`src/rtl/keccak_pkg_mine.sv`:
```
// Shared definitions for the SHAKE/SHA3 core: rate widths, mode encoding,
// FSM state type for the dump stage and the mode-to-words helper.
package keccak_pkg_mine;

  localparam int WORD_W        = 64;
  localparam int RATE_SHAKE128 = 1344;
  localparam int RATE_SHAKE256 = 1088;
  localparam int RATE_SHA3_256 = 1088;
  localparam int RATE_SHA3_512 = 576;
  localparam int IDX_W         = 5;

  typedef enum logic [1:0] {
    MODE_SHAKE128 = 2'b00,
    MODE_SHAKE256 = 2'b01,
    MODE_SHA3_256 = 2'b10,
    MODE_SHA3_512 = 2'b11
  } op_mode_t;

  typedef enum logic {
    ST_IDLE = 1'b0,
    ST_DUMP = 1'b1
  } dump_state_t;

  // Number of 64-bit rate words carried by one squeezed block of a mode.
  function automatic logic [IDX_W-1:0] rate_words(input op_mode_t mode);
    case (mode)
      MODE_SHAKE128: rate_words = IDX_W'(RATE_SHAKE128 / WORD_W);
      MODE_SHAKE256: rate_words = IDX_W'(RATE_SHAKE256 / WORD_W);
      MODE_SHA3_256: rate_words = IDX_W'(RATE_SHA3_256 / WORD_W);
      MODE_SHA3_512: rate_words = IDX_W'(RATE_SHA3_512 / WORD_W);
      default:       rate_words = IDX_W'(RATE_SHAKE128 / WORD_W);
    endcase
  endfunction

endpackage

```
`src/rtl/dump_datapath.sv`:
```
// Data side of the dump stage: captured block and context, word index,
// remaining-bit counter and the registered, masked output word.
module dump_datapath import keccak_pkg_mine::*; #(
  parameter int RATE_W = RATE_SHAKE128
) (
  input  logic              clk,
  input  logic              rst,
  input  logic [RATE_W-1:0] rate_input,
  input  logic [1:0]        operation_mode_in,
  input  logic [31:0]       output_size_in,
  input  logic              last_output_block_wr,
  input  logic              capture,
  input  logic              load_size,
  input  logic              accept,
  input  logic              dump_next,
  output logic [63:0]       data_out,
  output logic              data_out_last,
  output logic              block_end,
  output logic              size_zero
);

  localparam int NWORDS = RATE_W / WORD_W;

  logic [RATE_W-1:0] block_q;
  logic [RATE_W-1:0] block_d;
  op_mode_t          mode_q;
  op_mode_t          mode_d;
  logic              last_block_q;
  logic              last_block_d;
  logic [IDX_W-1:0]  index_q;
  logic [IDX_W-1:0]  index_d;
  logic [IDX_W-1:0]  words_d;
  logic [IDX_W-1:0]  sel;
  logic [31:0]       remaining_q;
  logic [31:0]       remaining_d;
  logic [31:0]       consumed;
  logic [WORD_W-1:0] words [NWORDS];
  logic [WORD_W-1:0] word_raw;
  logic [WORD_W-1:0] word_mask;

  // Values the context and counters take at the next edge; the output word is built from these.
  always_comb begin
    block_d      = capture ? rate_input : block_q;
    mode_d       = capture ? op_mode_t'(operation_mode_in) : mode_q;
    last_block_d = capture ? last_output_block_wr : last_block_q;
    consumed     = (remaining_q >= 32'd64) ? 32'd64 : remaining_q;
    remaining_d  = remaining_q;
    index_d      = index_q;
    if (load_size)   remaining_d = output_size_in;
    else if (accept) remaining_d = remaining_q - consumed;
    if (capture)     index_d = '0;
    else if (accept) index_d = index_q + 1'b1;
    words_d = rate_words(mode_d);
    sel     = (index_d < words_d) ? index_d : '0;
  end

  for (genvar k = 0; k < NWORDS; k++) begin : g_words
    assign words[k] = block_d[k*WORD_W +: WORD_W];
  end

  // Word selection and tail masking: only the low 'remaining' bits survive in a short final word.
  always_comb begin
    word_raw  = words[sel];
    word_mask = (remaining_d >= 32'd64) ? '1 : ~({WORD_W{1'b1}} << remaining_d[5:0]);
  end

  // Context, counters and the registered output word; data_out is zero whenever nothing is offered.
  always_ff @(posedge clk or posedge rst) begin
    if (rst) begin
      block_q       <= '0;
      mode_q        <= MODE_SHAKE128;
      last_block_q  <= 1'b0;
      index_q       <= '0;
      remaining_q   <= '0;
      data_out      <= '0;
      data_out_last <= 1'b0;
    end else begin
      block_q       <= block_d;
      mode_q        <= mode_d;
      last_block_q  <= last_block_d;
      index_q       <= index_d;
      remaining_q   <= remaining_d;
      data_out      <= dump_next ? (word_raw & word_mask) : '0;
      data_out_last <= dump_next &&
                       ((remaining_d <= 32'd64) ||
                        (last_block_d && (index_d == words_d - 1'b1)));
    end
  end

  assign block_end = (index_q == rate_words(mode_q) - 1'b1);
  assign size_zero = (output_size_in == 32'd0);

endmodule

```
`src/rtl/dump_fsm.sv`:
```
// Control for the dump stage: IDLE/DUMP sequencing, the valid/ready
// handshake, message tracking and the buffer-available flag.
module dump_fsm import keccak_pkg_mine::*; (
  input  logic clk,
  input  logic rst,
  input  logic output_buffer_we,
  input  logic output_buffer_available_clr,
  input  logic data_out_ready,
  input  logic word_last,
  input  logic block_end,
  input  logic size_zero,
  output logic output_buffer_available,
  output logic data_out_valid,
  output logic capture,
  output logic load_size,
  output logic accept,
  output logic dump_next
);

  dump_state_t state;
  dump_state_t state_next;
  logic        in_message;
  logic        start_empty;
  logic        block_done;

  // State register.
  always_ff @(posedge clk or posedge rst) begin
    if (rst) state <= ST_IDLE;
    else     state <= state_next;
  end

  // Next state: a zero-length first block never enters DUMP; a block ends on its last word or last rate word.
  always_comb begin
    state_next = state;
    case (state)
      ST_IDLE: if (output_buffer_we && !start_empty) state_next = ST_DUMP;
      ST_DUMP: if (block_done) state_next = ST_IDLE;
      default: state_next = ST_IDLE;
    endcase
  end

  // Handshake and strobes derived from the current state; writes outside IDLE are ignored.
  always_comb begin
    data_out_valid = (state == ST_DUMP);
    capture        = (state == ST_IDLE) && output_buffer_we;
    load_size      = capture && !in_message;
    start_empty    = !in_message && size_zero;
    accept         = data_out_valid && data_out_ready;
    block_done     = accept && (word_last || block_end);
    dump_next      = (state_next == ST_DUMP);
  end

  // Message membership and buffer availability; a claim from the permute stage beats a release.
  always_ff @(posedge clk or posedge rst) begin
    if (rst) begin
      in_message              <= 1'b0;
      output_buffer_available <= 1'b1;
    end else begin
      if (load_size)
        in_message <= !size_zero;
      else if (block_done && word_last)
        in_message <= 1'b0;
      if (output_buffer_available_clr)
        output_buffer_available <= 1'b0;
      else if (block_done || (capture && start_empty))
        output_buffer_available <= 1'b1;
    end
  end

endmodule

```
`src/rtl/dump_stage.sv`:
```
// Output stage of the SHAKE/SHA3 core: takes one squeezed rate block from
// the permute stage and streams it out as truncated 64-bit words.
module dump_stage import keccak_pkg_mine::*; #(
  parameter int RATE_W = RATE_SHAKE128
) (
  input  logic              clk,
  input  logic              rst,
  input  logic [RATE_W-1:0] rate_input,
  input  logic [1:0]        operation_mode_in,
  input  logic [31:0]       output_size_in,
  input  logic              output_buffer_we,
  input  logic              last_output_block_wr,
  input  logic              output_buffer_available_clr,
  output logic              output_buffer_available,
  output logic [63:0]       data_out,
  output logic              data_out_valid,
  input  logic              data_out_ready,
  output logic              data_out_last
);

  logic capture;
  logic load_size;
  logic accept;
  logic dump_next;
  logic block_end;
  logic size_zero;

  dump_fsm u_fsm (
    .clk                         (clk),
    .rst                         (rst),
    .output_buffer_we            (output_buffer_we),
    .output_buffer_available_clr (output_buffer_available_clr),
    .data_out_ready              (data_out_ready),
    .word_last                   (data_out_last),
    .block_end                   (block_end),
    .size_zero                   (size_zero),
    .output_buffer_available     (output_buffer_available),
    .data_out_valid              (data_out_valid),
    .capture                     (capture),
    .load_size                   (load_size),
    .accept                      (accept),
    .dump_next                   (dump_next)
  );

  dump_datapath #(.RATE_W(RATE_W)) u_datapath (
    .clk                  (clk),
    .rst                  (rst),
    .rate_input           (rate_input),
    .operation_mode_in    (operation_mode_in),
    .output_size_in       (output_size_in),
    .last_output_block_wr (last_output_block_wr),
    .capture              (capture),
    .load_size            (load_size),
    .accept               (accept),
    .dump_next            (dump_next),
    .data_out             (data_out),
    .data_out_last        (data_out_last),
    .block_end            (block_end),
    .size_zero            (size_zero)
  );

endmodule
```
`config.mk`:
```
export PLATFORM = sky130hd
export DESIGN_NAME = dump_stage
export DESIGN_NICKNAME = d
export VERILOG_FILES = /design/src/rtl/keccak_pkg_mine.sv /design/src/rtl/dump_datapath.sv /design/src/rtl/dump_fsm.sv /design/src/rtl/dump_stage.sv
export SDC_FILE = /design/constraint.sdc
export NUM_CORES = 2
export LEC_CHECK = 0
export BUFFER_PORTS_ARGS = -buffer_cell sky130_fd_sc_hd__buf_2
export CAP_MARGIN = 25
export CORE_AREA = 2 2 568 570
export DETAILED_ROUTE_END_ITERATION = 12
export DIE_AREA = 0 0 570 572
export PLACE_DENSITY = 0.34
export SETUP_SLACK_MARGIN = 0.3
export SYNTH_ARGS = -nofsm -noshare
export SYNTH_HDL_FRONTEND = slang
export SYNTH_HIERARCHICAL = 1
export SYNTH_SLANG_ARGS = --single-unit
```
`constraint.sdc`:
```
create_clock -name clk -period 76.8 [get_ports clk]
set_input_delay 11.52 -clock clk [delete_from_list [all_inputs] [get_ports clk]]
set_output_delay 11.52 -clock clk [all_outputs]
set_load 0.1 [all_outputs]
```
==> metrics.md <==
| Metric | Value |
|---|---|
| CTS max path bufs | `4` |
| Starting Density | `21.3%` |
| Pin count of the biggest net entering global routing | `173` |
| Worst reg-to-reg setup slack | `69.27 ns` |
| Worst Max-Slew Pin Slew | `1.19 ns` |
| Hold Fails Final Rpt | `0` |
| Initial antenna violation count | `499` |
| Post-Syn Nets | `6945` |
| Worst endpoint data arrival time | `18.51 ns` |
| Top cell type's share of synthesized area | `53.4%` |
| Largest area contributor in the netlist | `dfrtp_1` |
| Metal-1 WL | `161000 um` |
| Worst hold path depth | `2` |
| Worst Path Max Fanout | `93` |
| Hold Crit Start | `u_fsm/output_buffer_available$_DFFE_PP1P_` |
| Sum Neg Setup Slack | `0 ns` |
| Startpoint types | `input port` |
| Setup crit end kind | `flip-flop` |
| Post-synth EDFFs | `0` |
| Synth cell count leaders | `1451 x dfrtp_1, 1405 x mux2_2, 504 x nor2_1, 422 x mux2i_1, 308 x clkbuf_1` |
| WL met2 | `179000 um` |
| Post-Syn Instances | `5555` |
| Via count | `53.1k` |
| FF-to-FF End | `u_datapath/data_out[33]$_DFF_PP0_` |
| Reg2Reg Launch Point | `u_fsm/data_out_valid$_DFF_PP0_` |
| DP HPWL | `293000 um` |
| Share of cells above drive strength 1 | `47.7%` |
| Met3 routed WL | `29900 um` |
| Register area share after synthesis | `53.4%` |
| Die Wd | `570 um` |
| Clk sinks | `1452` |
| Initial DRT Pass Iterations | `5` |
| Synth unique cells | `80` |
| Worst hold path type | `reg2reg` |
| Yosys warns | `6` |
| Setup Buffers After CTS | `0` |
| Gr usage total | `22.8%` |
| Clk Latency, worst-skew pair | `0.89 ns` |
| Core area | `0.320 sq mm` |
| H-tree depth | `4` |
| Rows | `208` |
| Aggregate routed wire length | `383000 um` |
| Worst vdd ir | `0.0000488 V` |
| Status | `completed` |
| Hold_buf cts | `0` |
| Vias per cell | `4.66` |
| Rel. slew slack | `18.1%` |
| Final Cell Area | `0.0870 sq mm` |
| Overflow after GRT | `0` |
| Routed WL per cell | `33.6 um` |
| Vias in the first global route | `55.2k` |
| Final #Nets | `8310` |
| Pwr/cell area | `60.1 mW/mm^2` |
| Cell at the root of the clock tree | `clkbuf_16` |
| Inserted Clock Buffers | `192` |
| Peak Freq | `0.0564 GHz` |
| Die height | `572 um` |
| Share of flip-flops with an asynchronous set or reset | `100%` |
| Mapped Area | `0.0680 sq mm` |
| Total die area | `0.326 sq mm` |
| Area grow syn2layout | `27.9%` |
| Boundary Pins | `1451` |
| Top layer in use | `met5` |
| Synth Flop Type | `dfrtp_1` |
| Synth top area cells | `dfrtp_1 53%, mux2_2 23%, mux2i_1 6.2%` |
| Area after DPL | `0.0804 sq mm` |
| Unrepaired setup endpoints after global routing | `no` |
| Hold Path End | `u_fsm/output_buffer_available$_DFFE_PP1P_` |
| Synth Register Bits | `1452` |
| IO buf count | `1450` |
| Reg2reg path depth | `18` |
| WP data required | `77.57 ns` |
| First-pass GRT wire length | `508000 um` |
| Setup CP Type | `in2reg` |
| Most instantiated library cell after synthesis | `dfrtp_1` |
| Placer Congestion | `0.842` |
| Layout Skew | `0.0402 ns` |
| Period utilization | `23.1%` |
| DR iter-0 viols | `3300` |
| CTS tree | `yes` |
| Cts repair resizes | `0` |
| Number of max-cap violations | `0` |
| Leak | `37.9 nW` |
| Slew Limit Fails | `0` |
| Clock slew at reported path FFs | `0.06 ns` |
| Final ANT Viol Nets | `0` |
| Syn avg cell area | `12.2 sq um` |
| Final setup viols | `0` |
| Filler cells | `33.8k` |
| Final min period | `17.74 ns` |
| DRC | `0` |
==> metrics by stage <==
stage	total power [mW]	utilization, %	setup WS, ns	instances	hold slack [ns]
finish	5.23	27.2	59.06	11400	0.473
detailed placement	4.39	25.1	58.15	10900	0.468
global route	5.54	27.2	58.73	11300	0.505
CTS	5.33	27.1	59.10	11300	0.477
global placement	4.36	25.1	58.09	10900	0.464
floorplan	3.05	-	24.41	5555	0.466
==> state kept, by name, summed over array words and instances (netlist names) <==
name	flops
u_datapath/block_q	1344
u_datapath/data_out	64
u_datapath/remaining_q	32
u_datapath/index_q	5
u_datapath/mode_q	2
u_datapath/data_out_last	1
u_datapath/last_block_q	1
u_fsm/data_out_valid	1
u_fsm/in_message	1
u_fsm/output_buffer_available	1
==> report_power, final <==
| group | internal, mW | switching, mW | leakage [nW] |
|---|---|---|---|
| clock network | 0.533 | 0.381 | 3.09 |
| registers | 1.16 | 0.119 | 17.2 |
| logic | 1.03 | 2.02 | 17.5 |
| total | 2.72 | 2.52 | 37.9 |
==> worst max path at each step <==
stage	slack, ns	end	start
5_1_grt	58.73	u_datapath/data_out[33]$_DFF_PP0_	data_out_ready
3_5_place_dp	58.15	u_datapath/data_out[33]$_DFF_PP0_	data_out_ready
2_1_floorplan	24.41	u_datapath/block_q[0]$_DFF_PP0_	rst
3_3_place_gp	58.09	u_datapath/data_out[34]$_DFF_PP0_	data_out_ready
4_1_cts	59.10	u_datapath/data_out[33]$_DFF_PP0_	data_out_ready
6_report	59.06	u_datapath/data_out[33]$_DFF_PP0_	data_out_ready
==> worst max-delay path, stage by stage <==
cell     delay, ns
buf_2         0.10
and2_1        0.58
nand4_1       0.19
xor2_1        0.23
nor2_1        0.54
ha_1          0.38
o211a_1       0.16
or2_4         0.46
nor2_4        0.19
buf_4         0.63
buf_12        0.52
buf_4         0.69
buf_4         0.73
mux2i_1       0.27
mux2i_1       0.14
mux2i_1       0.51
nand2_1       0.13
a31o_2        0.24
o21a_1        0.09
==> cell usage in the layout (no fill, tap or decap), types with 47 or more instances in the layout <==
cell / netlist / routed
nand2_1: 211 / 203
buf_4: 0 / 111
nand3_1: 57 / 57
mux2_2: 1405 / 1405
or3_1: 82 / 81
a21oi_1: 129 / 128
buf_2: 7 / 1450
diode_2: 0 / 138
clkbuf_16: 0 / 194
nor2_1: 504 / 498
mux2i_1: 422 / 422
clkbuf_8: 0 / 47
o21ai_0: 149 / 147
nor3_1: 172 / 171
dfrtp_1: 1451 / 1451
o211ai_1: 106 / 106
==> per-layer routing <==
| metal | vias to the layer above | global-route usage [%] |
|---|---|---|
| li1 | 22900 | - |
| met1 | 26900 | 28.6 |
| met2 | 2080 | 37.8 |
| met3 | 997 | 7.27 |
| met4 | 250 | 5.73 |
| met5 | - | 0 |
==> final cells by class <==
class,count,area [sq um],area share (%)
diodes,138,345,0.397
clock buffers,287,5670,6.52
clock inverters,53,553,0.635
inverters,21,86.3,0.0992
multi-input cells,3669,30200,34.7
flip-flops and latches,1452,36300,41.8
well taps,4200,5260,6.04
repair buffers,1584,8540,9.82
==> logic make-up (layout without fill, tap and decap cells) <==
family / Yosys count / count (layout) / share of synthesized area, %
adders and majority gates: 6 / 6 / 0.110
AOI/OAI and AO/OA: 683 / 683 / 6.80
muxes: 1827 / 1827 / 29.5
buffers and inverters: 434 / 1945 / 2.42
DFF: 1452 / 1452 / 53.4
and+or+nand+nor: 1135 / 1135 / 7.55
other: 1 / 139 / 0.00551
xor gates and xnor gates: 17 / 17 / 0.219
No activity file was read; power rests on OpenSTA's default activity.
